**src/rtl/uart_rx_frame.sv**
```systemverilog
// Same-clock UART frame receiver: start, DATA_WIDTH bits MSB first, GUARD_BITS ignored, stop.
// Optional build macro RX_SYNC_EN inserts a 2-flop input synchroniser (reset to 1) ahead of the FSM.
module uart_rx_frame #(
  parameter int DATA_WIDTH = 8,
  parameter int GUARD_BITS = 1
) (
  input  logic                  clk,
  input  logic                  Rst_rx_n,
  input  logic                  Rs232_rx,
  output logic [DATA_WIDTH-1:0] data_out,
  output logic                  valid,
  input  logic                  ready,
  output logic                  done,
  output logic                  frame_err,
  output logic                  overrun,
  input  logic                  clr_err
);

  localparam int MAX_BITS = (DATA_WIDTH > GUARD_BITS) ? DATA_WIDTH : GUARD_BITS;
  localparam int CW = $clog2(MAX_BITS + 1);
  localparam logic [CW-1:0] CNT_ONE    = CW'(1);
  localparam logic [CW-1:0] DATA_LAST  = CW'(DATA_WIDTH - 1);
  localparam logic [CW-1:0] GUARD_LAST = CW'((GUARD_BITS > 0) ? (GUARD_BITS - 1) : 0);

  typedef enum logic [2:0] {
    WAIT_IDLE = 3'd0,
    IDLE      = 3'd1,
    DATA      = 3'd2,
    GUARD     = 3'd3,
    STOP      = 3'd4
  } state_t;

  state_t                state_r;
  state_t                state_nx_s;
  logic [CW-1:0]         cnt_r;
  logic [CW-1:0]         cnt_nx_s;
  logic [DATA_WIDTH-1:0] shift_r;
  logic [DATA_WIDTH:0]   shift_cat_s;
  logic                  rx_s;
  logic                  shift_en_s;
  logic                  good_s;
  logic                  bad_s;
  logic                  load_s;
  logic                  ovr_set_s;

`ifdef RX_SYNC_EN
  logic [1:0] sync_r;

  // Two-flop synchroniser; resets to the idle line level so no false start appears.
  always_ff @(posedge clk or negedge Rst_rx_n) begin
    if (!Rst_rx_n) begin
      sync_r <= 2'b11;
    end else begin
      sync_r <= {sync_r[0], Rs232_rx};
    end
  end

  assign rx_s = sync_r[1];
`else
  assign rx_s = Rs232_rx;
`endif

  assign shift_cat_s = {shift_r, rx_s};

  // State and bit counter registers.
  always_ff @(posedge clk or negedge Rst_rx_n) begin
    if (!Rst_rx_n) begin
      state_r <= WAIT_IDLE;
      cnt_r   <= {CW{1'b0}};
    end else begin
      state_r <= state_nx_s;
      cnt_r   <= cnt_nx_s;
    end
  end

  // Next-state decode; the counter only survives while the state is unchanged.
  always_comb begin
    state_nx_s = state_r;
    cnt_nx_s   = {CW{1'b0}};
    shift_en_s = 1'b0;
    good_s     = 1'b0;
    bad_s      = 1'b0;
    case (state_r)
      WAIT_IDLE: begin
        if (rx_s) begin
          state_nx_s = IDLE;
        end else begin
          state_nx_s = WAIT_IDLE;
        end
      end
      IDLE: begin
        if (!rx_s) begin
          state_nx_s = DATA;
        end else begin
          state_nx_s = IDLE;
        end
      end
      DATA: begin
        shift_en_s = 1'b1;
        if (cnt_r == DATA_LAST) begin
          if (GUARD_BITS == 0) begin
            state_nx_s = STOP;
          end else begin
            state_nx_s = GUARD;
          end
        end else begin
          cnt_nx_s = cnt_r + CNT_ONE;
        end
      end
      GUARD: begin
        if (cnt_r == GUARD_LAST) begin
          state_nx_s = STOP;
        end else begin
          cnt_nx_s = cnt_r + CNT_ONE;
        end
      end
      STOP: begin
        if (rx_s) begin
          good_s     = 1'b1;
          state_nx_s = IDLE;
        end else begin
          bad_s      = 1'b1;
          state_nx_s = WAIT_IDLE;
        end
      end
      default: begin
        state_nx_s = WAIT_IDLE;
      end
    endcase
  end

  // A consumer hand-off on the same edge frees the holding register for the new word.
  assign load_s    = good_s && (!valid || ready);
  assign ovr_set_s = good_s && valid && !ready;

  // Data shift register, first received bit ends in the MSB.
  always_ff @(posedge clk or negedge Rst_rx_n) begin
    if (!Rst_rx_n) begin
      shift_r <= {DATA_WIDTH{1'b0}};
    end else if (shift_en_s) begin
      shift_r <= shift_cat_s[DATA_WIDTH-1:0];
    end else begin
      shift_r <= shift_r;
    end
  end

  // Holding register, status pulses and sticky overrun.
  always_ff @(posedge clk or negedge Rst_rx_n) begin
    if (!Rst_rx_n) begin
      data_out  <= {DATA_WIDTH{1'b0}};
      valid     <= 1'b0;
      done      <= 1'b0;
      frame_err <= 1'b0;
      overrun   <= 1'b0;
    end else begin
      done      <= good_s;
      frame_err <= bad_s;
      if (load_s) begin
        data_out <= shift_r;
        valid    <= 1'b1;
      end else if (valid && ready) begin
        valid <= 1'b0;
      end else begin
        valid <= valid;
      end
      if (ovr_set_s) begin
        overrun <= 1'b1;
      end else if (clr_err) begin
        overrun <= 1'b0;
      end else begin
        overrun <= overrun;
      end
    end
  end

endmodule

```
**config.mk**
```make
export PLATFORM = sky130hd
export DESIGN_NAME = uart_rx_frame
export DESIGN_NICKNAME = d
export VERILOG_FILES = /design/src/rtl/uart_rx_frame.sv
export SDC_FILE = /design/constraint.sdc
export NUM_CORES = 1
export LEC_CHECK = 0
export ABC_AREA = 1
export BUFFER_PORTS_ARGS = -buffer_cell sky130_fd_sc_hd__buf_2
export CAP_MARGIN = 20
export CORE_MARGIN = 5
export CORE_UTILIZATION = 49
export CTS_CLUSTER_SIZE = 30
export DETAILED_ROUTE_END_ITERATION = 8
export PLACE_DENSITY = 0.73
export SLEW_MARGIN = 20
export SYNTH_ARGS = -nofsm -noshare
export SYNTH_HDL_FRONTEND = slang
export SYNTH_SLANG_ARGS = --single-unit
```
**constraint.sdc**
```tcl
create_clock -name clk -period 1.2 [get_ports clk]
set_input_delay 0.12 -clock clk [delete_from_list [all_inputs] [get_ports clk]]
set_output_delay 0.12 -clock clk [all_outputs]
set_load 0.01 [all_outputs]
```
# Word level (Yosys, flattened, before mapping)
# Cells that the tools add are included.
[word_totals]
register_bits = 27
in_bits = 5
out_inout_bits = 12
wordCells = 46
[op_classes]
addsub = 1
eq_ne = 7
mux = 17
n_reduce_logical = 13
[ops]
columns = ["operator", "count"]
rows = [
  ["3-bit case mux with 4 select lines", 1],
  ["1-bit two-way mux", 10],
  ["4-bit two-way mux", 2],
  ["4-bit case mux with 2 select lines", 1],
  ["3-bit by 2-bit equality test with 1-bit output, second input constant", 2],
  ["3-bit two-way mux", 2],
  ["4-bit by 1-bit adder with 4-bit output, second input constant", 1],
  ["4-bit by 3-bit equality test with 1-bit output, second input constant", 1],
  ["1-bit logical AND", 4],
  ["4-bit logical NOT", 1],
  ["2-bit != test, second input constant", 2],
  ["2-bit nonzero test", 2],
  ["3-bit by 1-bit equality test with 1-bit output, second input constant", 1],
  ["3-bit equality test, second input constant", 1],
  ["3-bit logical NOT", 1],
  ["1-bit logical NOT", 2],
  ["2-bit two-way mux", 1],
  ["2-bit AND reduction", 1],
  ["2-bit OR reduction", 1],
  ["1-bit logical OR", 1],
]

# Longest topological paths before layout
[depth]
word_depth = 5
depth_mapped = 7

# Worst setup path after synthesis
# OpenSTA, ideal clock, no wires.
[synth_timing]
path_kind = "register to register"
from = "register state_r[1]"
to = "register data_out[6]"
arrival_ps = 1063
t_required_ps = 1082
path_slack_ps = 20
path_stages_with_launch = 8
n_path_buf = 1
synth_period_minus_slack_ps = 1180
path_cell_list = "dfrtp_1 nor2_2 nand2_2 nor2_4 nand2_4 buf_6 nand2_1 o21ai_2"
[synth_between]
elab_chain_cells = 3
[synth_rtl]
columns = ["element", "line_no", "rtl"]
rows = [
  ["from (decl)", "33", "state_t state_r;"],
  ["from (signal assigned)", "71", "state_r <= state_nx_s;"],
  ["3-bit equality test", "83", "case (state_r)"],
  ["1-bit two-way mux", "83", ""],
  ["via good_s", "41", "logic good_s;"],
  ["1-bit logical AND", "133", "assign load_s = good_s && (!valid || ready);"],
  ["to (signal assigned)", "150", "data_out <= {DATA_WIDTH{1'b0}};"],
  ["to (signal assigned)", "159", "data_out <= shift_r;"],
  ["to (decl)", "10", "output logic [DATA_WIDTH-1:0] data_out,"],
]
# The timed path passes the listed nets, and every way through them passes these cells.
# A chain may end at the register's enable or synchronous reset.

# Worst setup path after layout
[layout_timing]
from = "register state_r[1]"
to = "register data_out[0]"
# The elaborated chain is that of the path after synthesis.

==> out/summary.txt <==
RUN STATUS
--------------------------------------------------------------------------------------
Status .................................................................. complete, no violations

YOSYS
--------------------------------------------------------------------------------------
Sequential cell area fraction in the yosys report .......................        0.591
Count of distinct cell types in the synthesized netlist .................           22
Average size of a mapped cell ...........................................     9.94 µm²
Async S/R FF share, synth ...............................................         1.00
Top cell type by total area after synthesis ............................. sky130_fd_sc_hd__dfrtp_1
Synth top area cells .................................................... sky130_fd_sc_hd__dfrtp_1, sky130_fd_sc_hd__nand2_1, sky130_fd_sc_hd__inv_1, sky130_fd_sc_hd__o21ai_2, sky130_fd_sc_hd__o21ai_0
Total of warnings raised by yosys .......................................            0
Primary FF master, synth ................................................ sky130_fd_sc_hd__dfrtp_1
Mapped cell area ........................................................     1140 µm²
Synthesized netlist net count ...........................................          122
Number of synthesized register bits .....................................           27
Count of flip-flops with a built-in enable after synthesis ..............            0
Fraction of post-synthesis cell area in the top cell type by area .......        0.591
Post-Syn Instances ......................................................          115

PLACED DESIGN
--------------------------------------------------------------------------------------
Post-placement setup slack ..............................................    0.0672 ns
Port bufs ...............................................................           16
HPWL after detailed placement ...........................................      1270 µm
Inst Count DP ...........................................................          160
Final weighted congestion in routability-driven placement ...............        0.754

DRT
--------------------------------------------------------------------------------------
Remaining routing DRC violations ........................................            0
Via density .............................................................         4.62
Iteration-0 DRC Markers .................................................           14
Routed wire per std cell ................................................      10.7 µm
Number of nets with antenna violations after detailed routing ...........            0
Detailed-routing iteration count for the pre-antenna-repair pass ........            4
Final routed wirelength across all metal layers .........................      1790 µm
Total number of vias ....................................................          772

CELLS AND AREA
--------------------------------------------------------------------------------------
Final standard cell count with taps included and fillers excluded .......          167
Area Growth Syn to Fin ..................................................        18.3%
Diodes inserted .........................................................            0
Nets@finish .............................................................          147
Share of post-route cells with drive strength above 1 ...................        0.324

CLOCKING
--------------------------------------------------------------------------------------
CTS tree ................................................................         done
TritonCTS Sinks .........................................................           27
Post-CTS Setup Inserts ..................................................            0
Clock slew at the register clock pins of the worst setup and hold paths .      0.13 ns
Worst-skew pair later-pin latency .......................................      0.31 ns
Max Buffers Root-to-Sink ................................................            2
Total clock buffers created by CTS ......................................            3
Root buffer cell ........................................................ sky130_fd_sc_hd__clkbuf_4
Level count of the clock H-tree .........................................            1

WORST SETUP PATH
--------------------------------------------------------------------------------------
Register-to-register setup slack ........................................      0.06 ns
Launching element type of the critical path .............................         flop
Crit Path Category ......................................................   reg -> reg
Required time of the critical path ......................................      1.42 ns
Capture point of the worst reg-to-reg path ..............................  data_out[0]
Arrival time worst endpoint .............................................      1.36 ns
Worst Reg2Reg Path Length in Cells ......................................            6
Start of the worst register-to-register path ............................   state_r[1]
Maximum net fanout on the critical path .................................           16
Kind of end point of the critical path ..................................         flop

GLOBAL ROUTE
--------------------------------------------------------------------------------------
Routing usage on met2 ...................................................        0.179
Met3 usage in global routing ............................................       0.0197
Antenna violations before repair ........................................            0
Overall Global Routing Usage ............................................        0.110
Most crowded layer after global routing .................................         met2
Total gr overflow .......................................................            0
Largest net degree at the start of global routing .......................           28
GRT met1 Usage ..........................................................        0.148
First-pass GRT wire length ..............................................      2970 µm
Vias in the first global route ..........................................          718

TIMING
--------------------------------------------------------------------------------------
Fin Hold WS .............................................................    0.0813 ns
Final max-slew violation count ..........................................            0
Unrepaired setup endpoints after global routing .........................         true
Endpoints failing setup .................................................            0
Clock skew after layout .................................................   0.00344 ns
Minimum clock period after layout .......................................      1.14 ns
Tcrit/Tclk final ........................................................        0.954
Min setup slack post-route ..............................................    0.0557 ns
Max-slew headroom .......................................................        0.613
Slew at the pin closest to its max-slew limit ...........................     0.580 ns
Number of hold violations in the final report ...........................            0
Max Fclk ................................................................    0.874 GHz

FLOORPLANNING
--------------------------------------------------------------------------------------
Row Count ...............................................................           17
I/O pin count ...........................................................           17
Core Region .............................................................     2210 µm²
Initial Utilization .....................................................        0.517
Horizontal extent of the die ............................................      58.3 µm
DIE HEIGHT ..............................................................      58.3 µm
Die area ................................................................     3400 µm²

POWER AND IR DROP
--------------------------------------------------------------------------------------
Worst vdd rail ir drop ..................................................      1140 µV
Final total power .......................................................      3130 µW
Ratio of total power to cell area .......................................  2320 nW/µm²
Leakage power ...........................................................  0.000689 µW

HOLD PATH
--------------------------------------------------------------------------------------
Worst min-delay path category ...........................................    in -> reg
HP Start ................................................................        ready
Hold EP .................................................................      overrun
Number of cells on the worst hold path ..................................            4

FLOW RUN
--------------------------------------------------------------------------------------
Number of maximum-capacitance violations ................................            0

per-stage QoR:
| stage | TNS [ns] | cell area, µm² | utilization |
|---|---|---|---|
| CTS | 0 | 1320 | 0.597 |
| floorplan | 0 | 1140 | - |
| finish | 0 | 1350 | 0.611 |
| global route | -0.0232 | 1350 | 0.611 |
| detailed placement | 0 | 1260 | 0.572 |
| global placement | 0 | 1260 | 0.572 |
flip-flops by register name (all words and copies together), names as in the netlist:
name       cells
valid          1
cnt_r          4
frame_err      1
state_r        3
done           1
overrun        1
data_out       8
shift_r        8
cells in the mapped netlist, types with 2 or more instances:
library cell,count
sky130_fd_sc_hd__dfrtp_1,27
sky130_fd_sc_hd__nand3_1,4
sky130_fd_sc_hd__o21ai_0,9
sky130_fd_sc_hd__nand2_1,27
sky130_fd_sc_hd__a21oi_1,3
sky130_fd_sc_hd__nor2_1,6
sky130_fd_sc_hd__inv_1,17
sky130_fd_sc_hd__o21ai_2,7
sky130_fd_sc_hd__ha_1,2
logic make-up after synthesis:
kind of cell	Yosys count	synth area share
AOI/OAI and AO/OA	19	0.106
xor gates and xnor gates	2	0.0153
adders and majority gates	2	0.0219
buffers and inverters	19	0.0700
DFF	27	0.591
and+or+nand+nor	46	0.196
worst max-delay path: stages (launching register included):
cell                      delay [ns]
sky130_fd_sc_hd__dfrtp_1        0.45
sky130_fd_sc_hd__nor2_2         0.11
sky130_fd_sc_hd__nand2_2        0.07
sky130_fd_sc_hd__nor2_4         0.14
sky130_fd_sc_hd__nand2_8        0.13
sky130_fd_sc_hd__nand2_1        0.10
sky130_fd_sc_hd__o21ai_2        0.05
per-layer routing:
layer  vias to the layer above  share of wire
met3                         2          0.050
met1                       351           0.48
met2                        11           0.46
li1                        408              -
met5                         -              0
met4                         0         0.0039
area by class of cell:
class / count / area (µm²)
fill: 194 / 860
timing repair buffer: 22 / 136
sequential: 27 / 677
inverter: 17 / 63.8
clock buffer: 4 / 26.3
multi-input combinational: 69 / 414
tap: 28 / 35.0
where the power goes:
part           total, µW  internal, µW  switching [µW]
Clock                370           130             240
Sequential          1480          1250             235
Combinational       1280           549             732
placed cells by master (no fill, tap or decap), drive strengths merged, types with 2 or more instances in the layout:
cell type	count
nand2	29
a21oi	3
dfrtp	27
nand3	5
dlygate4sd3	3
ha	2
buf	19
nor2	8
inv	17
o21ai	16
clkbuf	4
and3	2
worst max-delay path by stage:
stage	end	cells past startpoint	from	slack, ns
after global routing	data_out[1]	6	state_r[0]	-0.01
after floorplan	data_out[6]	7	state_r[1]	0.02
final	data_out[0]	6	state_r[1]	0.06
after detailed placement	cnt_r[0]	6	cnt_r[0]	0.07
after global placement	data_out[0]	6	state_r[0]	0.1
after CTS	cnt_r[0]	6	cnt_r[0]	0.04
what timing repair did:
| item | in CTS | in global routing |
|---|---|---|
| resized for setup | 0 | 11 |
| setup endpoints to repair | 0 | 11 |
| endpoints found under the hold margin | 29 | 0 |
| hold buffers | 3 | 0 |
Note: power is estimated with default switching activity, not from simulation.
